`src/rtl/ppu_raster_timing.sv`:
```
// Raster timing generator for the PPU: dot/line counters, vblank status flag, NMI,
// odd-frame dot skip and frame counter. The pre-render line is held as y_pos = 9'h1FF.
module ppu_raster_timing #(
  parameter int H_TOTAL  = 341,
  parameter int V_LINES  = 262,
  parameter int VIS_W    = 256,
  parameter int VIS_H    = 240,
  parameter int VBL_LINE = 241,
  parameter int ODD_SKIP = 1,
  parameter int FCNT_W   = 16
) (
  input  logic              clk,
  input  logic              rst_n,
  input  logic              en,
  input  logic              rendering_en,
  input  logic              nmi_en,
  input  logic              status_rd,
  output logic [8:0]        x_pos,
  output logic [8:0]        y_pos,
  output logic              visible,
  output logic              line_start,
  output logic              frame_start,
  output logic              vblank_flag,
  output logic              nmi_n,
  output logic              frame_odd,
  output logic [FCNT_W-1:0] frame_cnt
);

  localparam logic [8:0] Y_PRE  = 9'h1FF;
  localparam logic [8:0] X_LAST = 9'(H_TOTAL - 1);
  localparam logic [8:0] X_SKIP = 9'(H_TOTAL - 2);
  localparam logic [8:0] Y_LAST = 9'(V_LINES - 2);
  localparam logic [8:0] Y_VBL  = 9'(VBL_LINE);
  localparam logic [8:0] X_VIS  = 9'(VIS_W);
  localparam logic [8:0] Y_VIS  = 9'(VIS_H);
  localparam logic       SKIP_ON = (ODD_SKIP != 32'sd0);
  localparam logic [FCNT_W-1:0] CNT_ONE = {{(FCNT_W-1){1'b0}}, 1'b1};

  logic [8:0]        x_r, y_r;
  logic [8:0]        x_nxt_s, y_nxt_s;
  logic              odd_r, odd_nxt_s;
  logic [FCNT_W-1:0] cnt_r, cnt_nxt_s;
  logic              flag_r, flag_nxt_s;
  logic              nmi_n_r;
  logic              vis_r, ls_r, fs_r;
  logic              skip_s, vbl_set_s, vbl_clr_s;

  assign skip_s    = en && SKIP_ON && odd_r && rendering_en && (y_r == Y_PRE) && (x_r == X_SKIP);
  assign vbl_set_s = en && (y_r == Y_VBL) && (x_r == 9'd1);
  assign vbl_clr_s = en && (y_r == Y_PRE) && (x_r == 9'd1);

  // Next dot/line position, frame parity and frame count.
  always_comb begin
    x_nxt_s   = x_r;
    y_nxt_s   = y_r;
    odd_nxt_s = odd_r;
    cnt_nxt_s = cnt_r;
    if (!en) begin
      x_nxt_s = x_r;
    end else if (skip_s) begin
      x_nxt_s = 9'd0;
      y_nxt_s = 9'd0;
    end else if (x_r == X_LAST) begin
      x_nxt_s = 9'd0;
      if (y_r == Y_PRE) begin
        y_nxt_s = 9'd0;
      end else if (y_r == Y_LAST) begin
        // The pre-render line already belongs to the next frame.
        y_nxt_s   = Y_PRE;
        odd_nxt_s = ~odd_r;
        cnt_nxt_s = cnt_r + CNT_ONE;
      end else begin
        y_nxt_s = y_r + 9'd1;
      end
    end else begin
      x_nxt_s = x_r + 9'd1;
    end
  end

  // Vblank flag; a CPU status read wins over a coincident set event.
  always_comb begin
    flag_nxt_s = flag_r;
    if (status_rd) begin
      flag_nxt_s = 1'b0;
    end else if (vbl_set_s) begin
      flag_nxt_s = 1'b1;
    end else if (vbl_clr_s) begin
      flag_nxt_s = 1'b0;
    end else begin
      flag_nxt_s = flag_r;
    end
  end

  // State registers; position decodes are registered from the next position.
  always_ff @(posedge clk or negedge rst_n) begin
    if (!rst_n) begin
      x_r     <= 9'd0;
      y_r     <= Y_PRE;
      odd_r   <= 1'b0;
      cnt_r   <= {FCNT_W{1'b0}};
      flag_r  <= 1'b0;
      nmi_n_r <= 1'b1;
      vis_r   <= 1'b0;
      ls_r    <= 1'b1;
      fs_r    <= 1'b0;
    end else begin
      x_r     <= x_nxt_s;
      y_r     <= y_nxt_s;
      odd_r   <= odd_nxt_s;
      cnt_r   <= cnt_nxt_s;
      flag_r  <= flag_nxt_s;
      nmi_n_r <= ~(flag_nxt_s & nmi_en);
      vis_r   <= (x_nxt_s < X_VIS) && (y_nxt_s < Y_VIS);
      ls_r    <= (x_nxt_s == 9'd0);
      fs_r    <= (x_nxt_s == 9'd0) && (y_nxt_s == 9'd0);
    end
  end

  assign x_pos       = x_r;
  assign y_pos       = y_r;
  assign visible     = vis_r;
  assign line_start  = ls_r;
  assign frame_start = fs_r;
  assign vblank_flag = flag_r;
  assign nmi_n       = nmi_n_r;
  assign frame_odd   = odd_r;
  assign frame_cnt   = cnt_r;

endmodule

```
`config.mk`:
```
export PLATFORM = sky130hd
export DESIGN_NAME = ppu_raster_timing
export DESIGN_NICKNAME = d
export VERILOG_FILES = /design/src/rtl/ppu_raster_timing.sv
export SDC_FILE = /design/constraint.sdc
export NUM_CORES = 1
export LEC_CHECK = 0
export CORE_UTILIZATION = 46
export DETAILED_ROUTE_END_ITERATION = 16
export GPL_ROUTABILITY_DRIVEN = 1
export PLACE_DENSITY_LB_ADDON = 0.12
export SLEW_MARGIN = 20
export SYNTH_ARGS = -nofsm -noshare
export SYNTH_HDL_FRONTEND = slang
export SYNTH_SLANG_ARGS = --single-unit
```
`constraint.sdc`:
```
create_clock -name clk -period 2.65 [get_ports clk]
set_input_delay 0.53 -clock clk [delete_from_list [all_inputs] [get_ports clk]]
set_output_delay 0.53 -clock clk [all_outputs]
set_load 0.005 [all_outputs]
```
==> out/results.ini, run 1 <==
[status]
status = complete, no violations

[worst_setup_path]
path_buf_inv = 0
worstPathCellList = ha_4 > nand3_2 > nor3_2 > ha_2 > nand3_4 > o31ai_4 > and2_4 > o22ai_4 > or3b_1 > nor4_2
critPathTopFamily = simple AND/OR/NAND/NOR gates
cp.arrival_ns = 2.80
end_kind = flip-flop
startpoint_type = flip-flop
cpPeakStageDelay_ns = 0.56
critPathSlowestCell = dfstp_2
required_ns = 2.86
crit_fanout = 5
critPathKind = reg2reg

[cts]
clockRootBuffer = clkbuf_8
clkSinkCount = 40
cts_buffer_depth = 2
holdBufCountCts = 0
cts_buffers = 5
htree_num_levels = 2
clk_pin_slew_worst_paths_ns = 0.08
tritoncts = done
worstSkewPairLatency_ns = 0.30

[power]
irDropWorstVdd_mv = 0.527
pwr_density_cell_nw_per_um2 = 490
p_leak_nw = 1.30
finalPower_mw = 1.50

[floorplanning]
start_util = 0.479
core_area_um2 = 4750
row_count = 25
die-area_um2 = 5240
die_w_um = 72.4
dieHeight_um = 72.4
io-pin-count = 46

[detailed_routing]
ant_nets = 0
vias_per_cell = 5.35
route.detailed.drc = 0
totalWireLength_mm = 5.51
num_vias = 1965
first_pass_iters = 5
drt_iter0_drc = 183
wire_per_inst_um = 15.0

[grt]
grt_pass1_vias = 1768
antenna_found_initial = 0
grt_pass1_wl_mm = 9.00
grt.total_usage = 0.227
grt_overflow = 0
grt_start_max_net_pins = 41

[synthesis]
synth_edf_count = 0
syn_inst = 232
yosys_warnings = 0
synth.avg_cell_area_um2 = 9.82
synthesis.area_um2 = 2280
synth_ff_type = dfrtp_1
ys_ff_latch = 40
synth_nets = 246
ys_seq_area_frac = 0.446
yosysUniqueCellTypes = 53
async_flop_share = 1.00

[timing]
fin_crit_ns = 2.59
whs_ns = 0.349
tightestPinTransition_ns = 0.898
setup_slack_ns = 0.0573
fin_skew_ns = 0.00538
slew_violations = 0
setup_tns_ns = 0
slew_headroom = 0.401
final.period_utilization = 0.978
final_hold_viol_count = 0
max_freq_mhz = 386
rsz0062_at_grt = true
setup_violations = 0

[final_layout]
antenna_cells = 0
area_delta_synth_final_pct = 34.4
fin_cells = 367
finalNetCount = 313
drive_gt1_frac = 0.203

[placement]
dp_cells = 356
post-dp-hpwl_mm = 4.01
pre_cts_slack_ns = -0.0107
place.gp.congestion = 0.952
io_buffers = 45

[worst_hold_path]
min_path_type = in2async

[job]
drv_cap = 0

==> flip-flops by register name, summed over array words and instances (netlist names) <==
register / cells
frame_odd: 1
vblank_flag: 1
x_pos: 9
frame_start: 1
visible: 1
line_start: 1
y_pos: 9
nmi_n: 1
frame_cnt: 16
==> worst paths after layout <==
kind | startpoint | endpoint | slack (ns) | cells past startpoint
max | y_pos[1]$_DFF_PN1_ | frame_start$_DFF_PN0_ | 0.06 | 10
min | rst_n | x_pos[0]$_DFF_PN0_ | 0.35 | 1
max reg2reg | y_pos[1]$_DFF_PN1_ | frame_start$_DFF_PN0_ | 0.06 | 10
min reg2reg | frame_cnt[15]$_DFFE_PN0P_ | frame_cnt[15]$_DFFE_PN0P_ | 0.48 | 1
max in group asynchronous | rst_n | visible$_DFF_PN0_ | 1.73 | 1
min in group clk | frame_cnt[15]$_DFFE_PN0P_ | frame_cnt[15]$_DFFE_PN0P_ | 0.48 | 1
==> cells in the mapped netlist, types with 2 or more instances <==
cell type | number | area, um2
buf_2 | 4 | 20.0
o21ai_0 | 8 | 40.0
nor4b_1 | 2 | 17.5
o211ai_1 | 2 | 15.0
clkbuf_1 | 3 | 11.3
ha_1 | 8 | 100
and3_1 | 8 | 50.1
inv_1 | 12 | 45.0
nand3_1 | 6 | 30.0
xor2_1 | 12 | 105
nand2_1 | 22 | 82.6
a31oi_1 | 4 | 25.0
xnor2_1 | 15 | 131
a21oi_1 | 7 | 35.0
o2bb2ai_1 | 2 | 17.5
nor3_1 | 7 | 35.0
nand4bb_1 | 2 | 22.5
dfrtp_1 | 29 | 726
or2_2 | 2 | 12.5
nor2_1 | 22 | 82.6
nand4_1 | 13 | 81.3
dfstp_2 | 11 | 289
==> final cells by class <==
cell class / count / area [um2]
timing repair buffer: 69 / 629
fill: 417 / 1690
multi-input combinational: 171 / 1200
inverter: 12 / 45.0
clock inverter: 2 / 12.5
sequential: 40 / 1010
clock buffer: 6 / 72.6
tap: 67 / 83.8
==> metrics by stage <==
step                      area (um2)   util
after detailed placement        2940  0.618
after global placement          2940  0.618
final                           3060  0.644
after CTS                       3020  0.636
after floorplan                 2310      -
after global routing            3060  0.644
==> layout by cell type (no fill, tap or decap), drive strengths merged, types with 2 or more instances in the layout <==
master         count
o21ai              9
a31oi              4
and2               2
nor4b              3
clkbuf             6
xnor2             15
and3               8
nand2             22
xor2              12
nor2              23
ha                 8
o211ai             2
inv               12
nor3               7
a21oi              7
nand3              6
o31ai              2
o2bb2ai            2
or2                3
dfstp             11
o22ai              2
nand4             13
dfrtp             29
clkdlybuf4s50     44
nand4bb            2
buf               25
==> repair_timing <==
item	4_1_cts	5_1_grt
gates resized for setup	0	3
pin swaps	2	4
endpoints found under the setup margin	1	6
setup buffers	0	3
hold endpoints to repair	0	0
==> where the power goes <==
part / leakage [nW] / internal, mW / switching, mW
logic: 0.751 / 0.186 / 0.143
clock network: 0.0412 / 0.184 / 0.228
registers: 0.509 / 0.651 / 0.108
==> metal layers <==
layer | up-vias | global-route usage | part of all wire
met4 | 0 | 0.0654 | 0.017
li1 | 948 | - | -
met1 | 940 | 0.321 | 0.46
met2 | 68 | 0.358 | 0.47
met3 | 9 | 0.0375 | 0.050
met5 | - | 0 | 0
==> cells by family after synthesis <==
logic type      share of synthesized area
compound gates                      0.113
xor+xnor                            0.104
fa+ha+maj                          0.0440
buf+inv                            0.0451
flops                               0.446
mux                               0.00934
simple gates                        0.239
No activity file was read; power rests on OpenSTA's default activity.
==> run 2, diff against run 1 <==
--- a/config.mk
+++ b/config.mk
@@ -9,6 +9,7 @@
 export DETAILED_ROUTE_END_ITERATION = 16
 export GPL_ROUTABILITY_DRIVEN = 1
 export PLACE_DENSITY_LB_ADDON = 0.12
+export SETUP_SLACK_MARGIN = 0.1
 export SLEW_MARGIN = 20
 export SYNTH_ARGS = -nofsm -noshare
 export SYNTH_HDL_FRONTEND = slang
==> out/results.ini, run 2 (synthesized netlist as in run 1, its figures left out) <==
[grt]
grt.total_usage = 0.227  ; +0.000894
grt_pass1_vias = 1792  ; +1.4%
grt_pass1_wl_mm = 9.05  ; +0.53%
antenna_found_initial = 0  ; unchanged
grt_overflow = 0  ; unchanged
grt_start_max_net_pins = 41  ; unchanged

[floorplanning]
core_area_um2 = 4750  ; unchanged
die-area_um2 = 5240  ; unchanged
dieHeight_um = 72.4  ; unchanged
start_util = 0.479  ; unchanged
io-pin-count = 46  ; unchanged
row_count = 25  ; unchanged
die_w_um = 72.4  ; unchanged

[final_layout]
largest_register_ffs = 16  ; unchanged
final_area_um2 = 3130  ; +2.4%
layout_common_cells = clkdlybuf4s50_1 (44), dfrtp_1 (29), buf_4 (26), nor2_1 (22), nand2_1 (21)
final_core_util = 0.659  ; +0.0155
finalNetCount = 318  ; +1.6%
area_delta_synth_final_pct = 37.6
final_common_cell = clkdlybuf4s50_1
antenna_cells = 0  ; unchanged
drive_gt1_frac = 0.226  ; +0.0229
fillers = 408  ; -2.2%

[worst_setup_path]
path_buf_inv = 0  ; unchanged
cpPeakStageDelay_ns = 0.56  ; about the same
reg2reg_depth = 10  ; unchanged
critPathKind = reg2reg
critPathSlowestCell = dfstp_2
critPathTopFamily = simple AND/OR/NAND/NOR gates
startpoint_type = flip-flop
required_ns = 2.87  ; about the same
end_kind = flip-flop
crit_fanout = 5  ; unchanged
cp.arrival_ns = 2.73  ; -0.07 ns
worstPathCellList = ha_4 > nand3_4 > nor3_4 > ha_4 > nand3_4 > o31ai_4 > and2_4 > o22ai_4 > or3b_1 > nor4_2
cp.depth = 10  ; unchanged

[power]
finalPower_mw = 1.50  ; +0.23%
irDropWorstVdd_mv = 0.527  ; about the same
pwr_density_cell_nw_per_um2 = 480  ; -2.1%
p_leak_nw = 1.35  ; +3.4%

[job]
drv_cap = 0  ; unchanged

[placement]
io_buffers = 45  ; unchanged
placed_area_um2 = 2940  ; unchanged
post-dp-hpwl_mm = 4.01  ; unchanged
place.gp.congestion = 0.952  ; unchanged

[timing]
setup_violations = 0  ; unchanged
slew_headroom = 0.395  ; -0.00615
fin_crit_ns = 2.51  ; -0.0818 ns
tightestPinTransition_ns = 0.907  ; +0.00922 ns
final.period_utilization = 0.948  ; -0.0309
setup_tns_ns = 0  ; unchanged
slew_violations = 0  ; unchanged
max_freq_mhz = 398  ; +3.3%
rsz0062_at_grt = true
final_hold_viol_count = 0  ; unchanged
fin_skew_ns = 0.00581  ; +0.000429 ns

[cts]
clockRootBuffer = clkbuf_8
clkSinkCount = 40  ; unchanged
tritoncts = done
cts_buffers = 5  ; unchanged
cts_buffer_depth = 2  ; unchanged
clk_pin_slew_worst_paths_ns = 0.08  ; about the same
holdBufCountCts = 0  ; unchanged
worstSkewPairLatency_ns = 0.30  ; about the same
htree_num_levels = 2  ; unchanged

[status]
status = complete, no violations

[detailed_routing]
drt_iter0_drc = 196  ; +7.1%
vias_per_cell = 5.40  ; +0.81%
wire_per_inst_um = 15.0  ; +0.12%
route.detailed.drc = 0  ; unchanged
ant_nets = 0  ; unchanged
first_pass_iters = 4  ; -1
num_vias = 2008  ; +2.2%
totalWireLength_mm = 5.59  ; +1.5%

[worst_hold_path]
min_path_type = in2async

-- run 2: power breakdown --
| part | internal, mW | switching (mW) | total (mW) |
|---|---|---|---|
| Sequential | 0.651 | 0.107 | 0.757 |
| Combinational | 0.186 | 0.143 | 0.329 |
| Clock | 0.184 | 0.232 | 0.417 |
| Total | 1.02 | 0.482 | 1.50 |
-- run 2: final cells by class --
class / count / area, um2 / share of cell area
Clock buffer: 6 / 72.6 / 0.0232
Clock inverter: 2 / 12.5 / 0.00399
Inverter: 12 / 45.0 / 0.0144
Multi-Input combinational cell: 171 / 1240 / 0.395
Sequential cell: 40 / 1010 / 0.324
Tap cell: 67 / 83.8 / 0.0267
Timing Repair Buffer: 74 / 668 / 0.213
-- run 2: per-layer routing --
layer  track usage  share of wire  vias to the layer above
met2         0.359           0.48                       70
met5             0              0                        -
li1              -              -                      962
met4        0.0675          0.013                        0
met3        0.0403          0.055                        8
met1         0.320           0.45                      968
-- run 2: worst paths after layout --
check | start | to | slack (ns)
worst min register to register | frame_cnt[15]$_DFFE_PN0P_ | frame_cnt[15]$_DFFE_PN0P_ | 0.48
worst max register to register | y_pos[0]$_DFF_PN1_ | frame_start$_DFF_PN0_ | 0.14
min in group clk | frame_cnt[15]$_DFFE_PN0P_ | frame_cnt[15]$_DFFE_PN0P_ | 0.48
max in group asynchronous | rst_n | visible$_DFF_PN0_ | 1.73
worst min-delay path | rst_n | x_pos[0]$_DFF_PN0_ | 0.35
worst max-delay path | y_pos[0]$_DFF_PN1_ | frame_start$_DFF_PN0_ | 0.14
-- run 2: repair_timing --
| item | 4_1_cts | 5_1_grt |
|---|---|---|
| setup endpoints to repair | 2 | 10 |
| gates resized for setup | 2 | 8 |
| pin swaps | 2 | 9 |
| cloned | 0 | 1 |
| setup buffers | 1 | 6 |
-- run 2: through the flow --
step / worst slack [ns] / hold slack, ns / instances
after CTS: 0.0552 / 0.396 / 365
after floorplan: -0.0759 / 0.234 / 232
after detailed placement: -0.0107 / 0.475 / 356
after global routing: 0.0394 / 0.423 / 372
final: 0.139 / 0.349 / 372
after global placement: 0.0901 / 0.464 / 356
==> run 3, diff against run 2 <==
--- a/config.mk
+++ b/config.mk
@@ -8,7 +8,7 @@
 export CORE_UTILIZATION = 46
 export DETAILED_ROUTE_END_ITERATION = 16
 export GPL_ROUTABILITY_DRIVEN = 1
-export PLACE_DENSITY_LB_ADDON = 0.12
+export PLACE_DENSITY_LB_ADDON = 0.3
 export SETUP_SLACK_MARGIN = 0.1
 export SLEW_MARGIN = 20
 export SYNTH_ARGS = -nofsm -noshare
==> out/results.ini, run 3 (synthesized netlist as in run 1, its figures left out) <==
[grt]
grt_pass1_vias = 1774  ; -1.0%
antenna_found_initial = 0  ; unchanged
grt_overflow = 0  ; unchanged
grt.total_usage = 0.221  ; -0.00652
grt_start_max_net_pins = 41  ; unchanged
grt_pass1_wl_mm = 8.74  ; -3.3%

[placement]
post-dp-hpwl_mm = 4.08  ; +1.7%
place.gp.congestion = 1.01  ; +6.0%
placed_area_um2 = 2940  ; +0.26%
io_buffers = 45  ; unchanged
dp_cells = 357  ; +0.28%

[worst_setup_path]
cpPeakStageDelay_ns = 0.56  ; about the same
worstPathCellList = ha_4 > nand3_2 > nor3_2 > ha_2 > nand3_2 > o31ai_4 > and2_4 > o22ai_4 > or3b_4 > nor4_4
critPathKind = reg2reg
crit_fanout = 5  ; unchanged
startpoint_type = flip-flop
critPathSlowestCell = dfstp_2
required_ns = 2.84  ; -0.03 ns
end_kind = flip-flop
cp.arrival_ns = 2.72  ; about the same
crit_top_cell = nand3_2

[final_layout]
finalNetCount = 314  ; -1.3%
area_delta_synth_final_pct = 34.9
final_common_cell = clkdlybuf4s50_1
final_area_um2 = 3070  ; -2.0%
layout_common_cells = clkdlybuf4s50_1 (44), dfrtp_1 (29), buf_4 (25), nand2_1 (22), nor2_1 (22)
antenna_cells = 0  ; unchanged
fin_cells = 368  ; -1.1%
final_core_util = 0.646  ; -0.0132
largest_register_ffs = 16  ; unchanged
drive_gt1_frac = 0.213  ; -0.0136

[detailed_routing]
vias_per_cell = 5.34  ; -1.1%
wire_per_inst_um = 15.1  ; +0.42%
num_vias = 1964  ; -2.2%
route.detailed.drc = 0  ; unchanged
totalWireLength_mm = 5.56  ; -0.66%
drt_iter0_drc = 133  ; -32%
first_pass_iters = 4  ; unchanged
ant_nets = 0  ; unchanged

[power]
p_switching_mw = 0.455  ; -5.5%
p_leak_nw = 1.31  ; -2.9%
p_int_mw = 1.02  ; -0.47%
swShare = 0.309  ; -0.0113
clockPowerShare = 0.268  ; -0.009
p_comb_frac = 0.218  ; about the same
seqPwrFrac = 0.515  ; +0.011
pwr_density_cell_nw_per_um2 = 479  ; about the same
irDropWorstVdd_mv = 0.461  ; -12%

[job]
drv_cap = 0  ; unchanged

[cts]
htree_num_levels = 2  ; unchanged
worstSkewPairLatency_ns = 0.29  ; about the same
clk_pin_slew_worst_paths_ns = 0.08  ; about the same
holdBufCountCts = 0  ; unchanged
cts_buffers = 5  ; unchanged
clkSinkCount = 40  ; unchanged
clockRootBuffer = clkbuf_8
cts_buffer_depth = 2  ; unchanged
tritoncts = done

[floorplanning]
start_util = 0.479  ; unchanged
row_count = 25  ; unchanged
die-area_um2 = 5240  ; unchanged
dieHeight_um = 72.4  ; unchanged
die_w_um = 72.4  ; unchanged
core_area_um2 = 4750  ; unchanged
io-pin-count = 46  ; unchanged

[timing]
tightestPinTransition_ns = 0.871  ; -0.0364 ns
max_freq_mhz = 396  ; -0.58%
slew_headroom = 0.420  ; +0.0243
final_hold_viol_count = 0  ; unchanged
rsz0062_at_grt = true
slew_violations = 0  ; unchanged
setup_violations = 0  ; unchanged
fin_crit_ns = 2.53  ; +0.0147 ns
fin_skew_ns = 0.00855  ; +0.00274 ns
final.period_utilization = 0.953  ; +0.00554

[worst_hold_path]
min_path_type = in2async

[status]
status = complete, no violations

-- run 3: power by group through the flow --
stage	sequential, mW	combinational [mW]	clock [mW]
floorplan	0.695	0.259	0
global placement	0.765	0.314	0
detailed placement	0.767	0.317	0
CTS	0.757	0.319	0.408
global route	0.771	0.350	0.432
finish	0.757	0.320	0.394
-- run 3: per-layer routing --
layer,GRT usage,vias to the layer above,share of wire
li1,-,950,-
met5,0,-,0
met4,0.0719,0,0.014
met1,0.307,936,0.45
met2,0.346,70,0.48
met3,0.0444,8,0.050
-- run 3: area by class of cell --
class / count / area [um2]
well taps: 67 / 83.8
clock buffers: 6 / 72.6
flip-flops and latches: 40 / 1010
inverters: 12 / 45.0
multi-input cells: 171 / 1210
fillers: 417 / 1680
clock inverters: 2 / 12.5
repair buffers: 70 / 633
-- run 3: final timing paths --
check	startpoint	to	slack, ns	cells after the start
max in group asynchronous	rst_n	frame_start$_DFF_PN0_	1.75	1
hold reg to reg	frame_cnt[15]$_DFFE_PN0P_	frame_cnt[15]$_DFFE_PN0P_	0.49	1
hold / removal	rst_n	x_pos[0]$_DFF_PN0_	0.36	1
setup reg to reg	y_pos[1]$_DFF_PN1_	frame_start$_DFF_PN0_	0.12	10
setup / recovery	y_pos[1]$_DFF_PN1_	frame_start$_DFF_PN0_	0.12	10
min in group clk	frame_cnt[15]$_DFFE_PN0P_	frame_cnt[15]$_DFFE_PN0P_	0.49	1
-- run 3: critical path: cells and delay by family (launching register included) --
family                   cells  cell delay (ns)
flip-flops                   1             0.56
AND/OR/NAND/NOR              6             1.26
adder cells (fa/ha/maj)      2             0.36
AO/OA/AOI/OAI                2             0.26
-- run 3: what timing repair did --
item / CTS / global route
resized for setup: 0 / 5
setup endpoints to repair: 1 / 4
gates cloned: 0 / 0
setup buffers: 1 / 2
pin swaps: 5 / 5
-- run 3: stage by stage --
stage / setup TNS, ns / hold WS (ns) / setup slack [ns] / power, mW
6_report: 0 / 0.358 / 0.124 / 1.47
5_1_grt: 0 / 0.418 / 0.00819 / 1.55
4_1_cts: 0 / 0.377 / 0.105 / 1.48
3_5_place_dp: 0 / 0.483 / 0.0604 / 1.08
3_3_place_gp: 0 / 0.460 / 0.0999 / 1.08
2_1_floorplan: -0.0759 / 0.234 / -0.0759 / 0.954
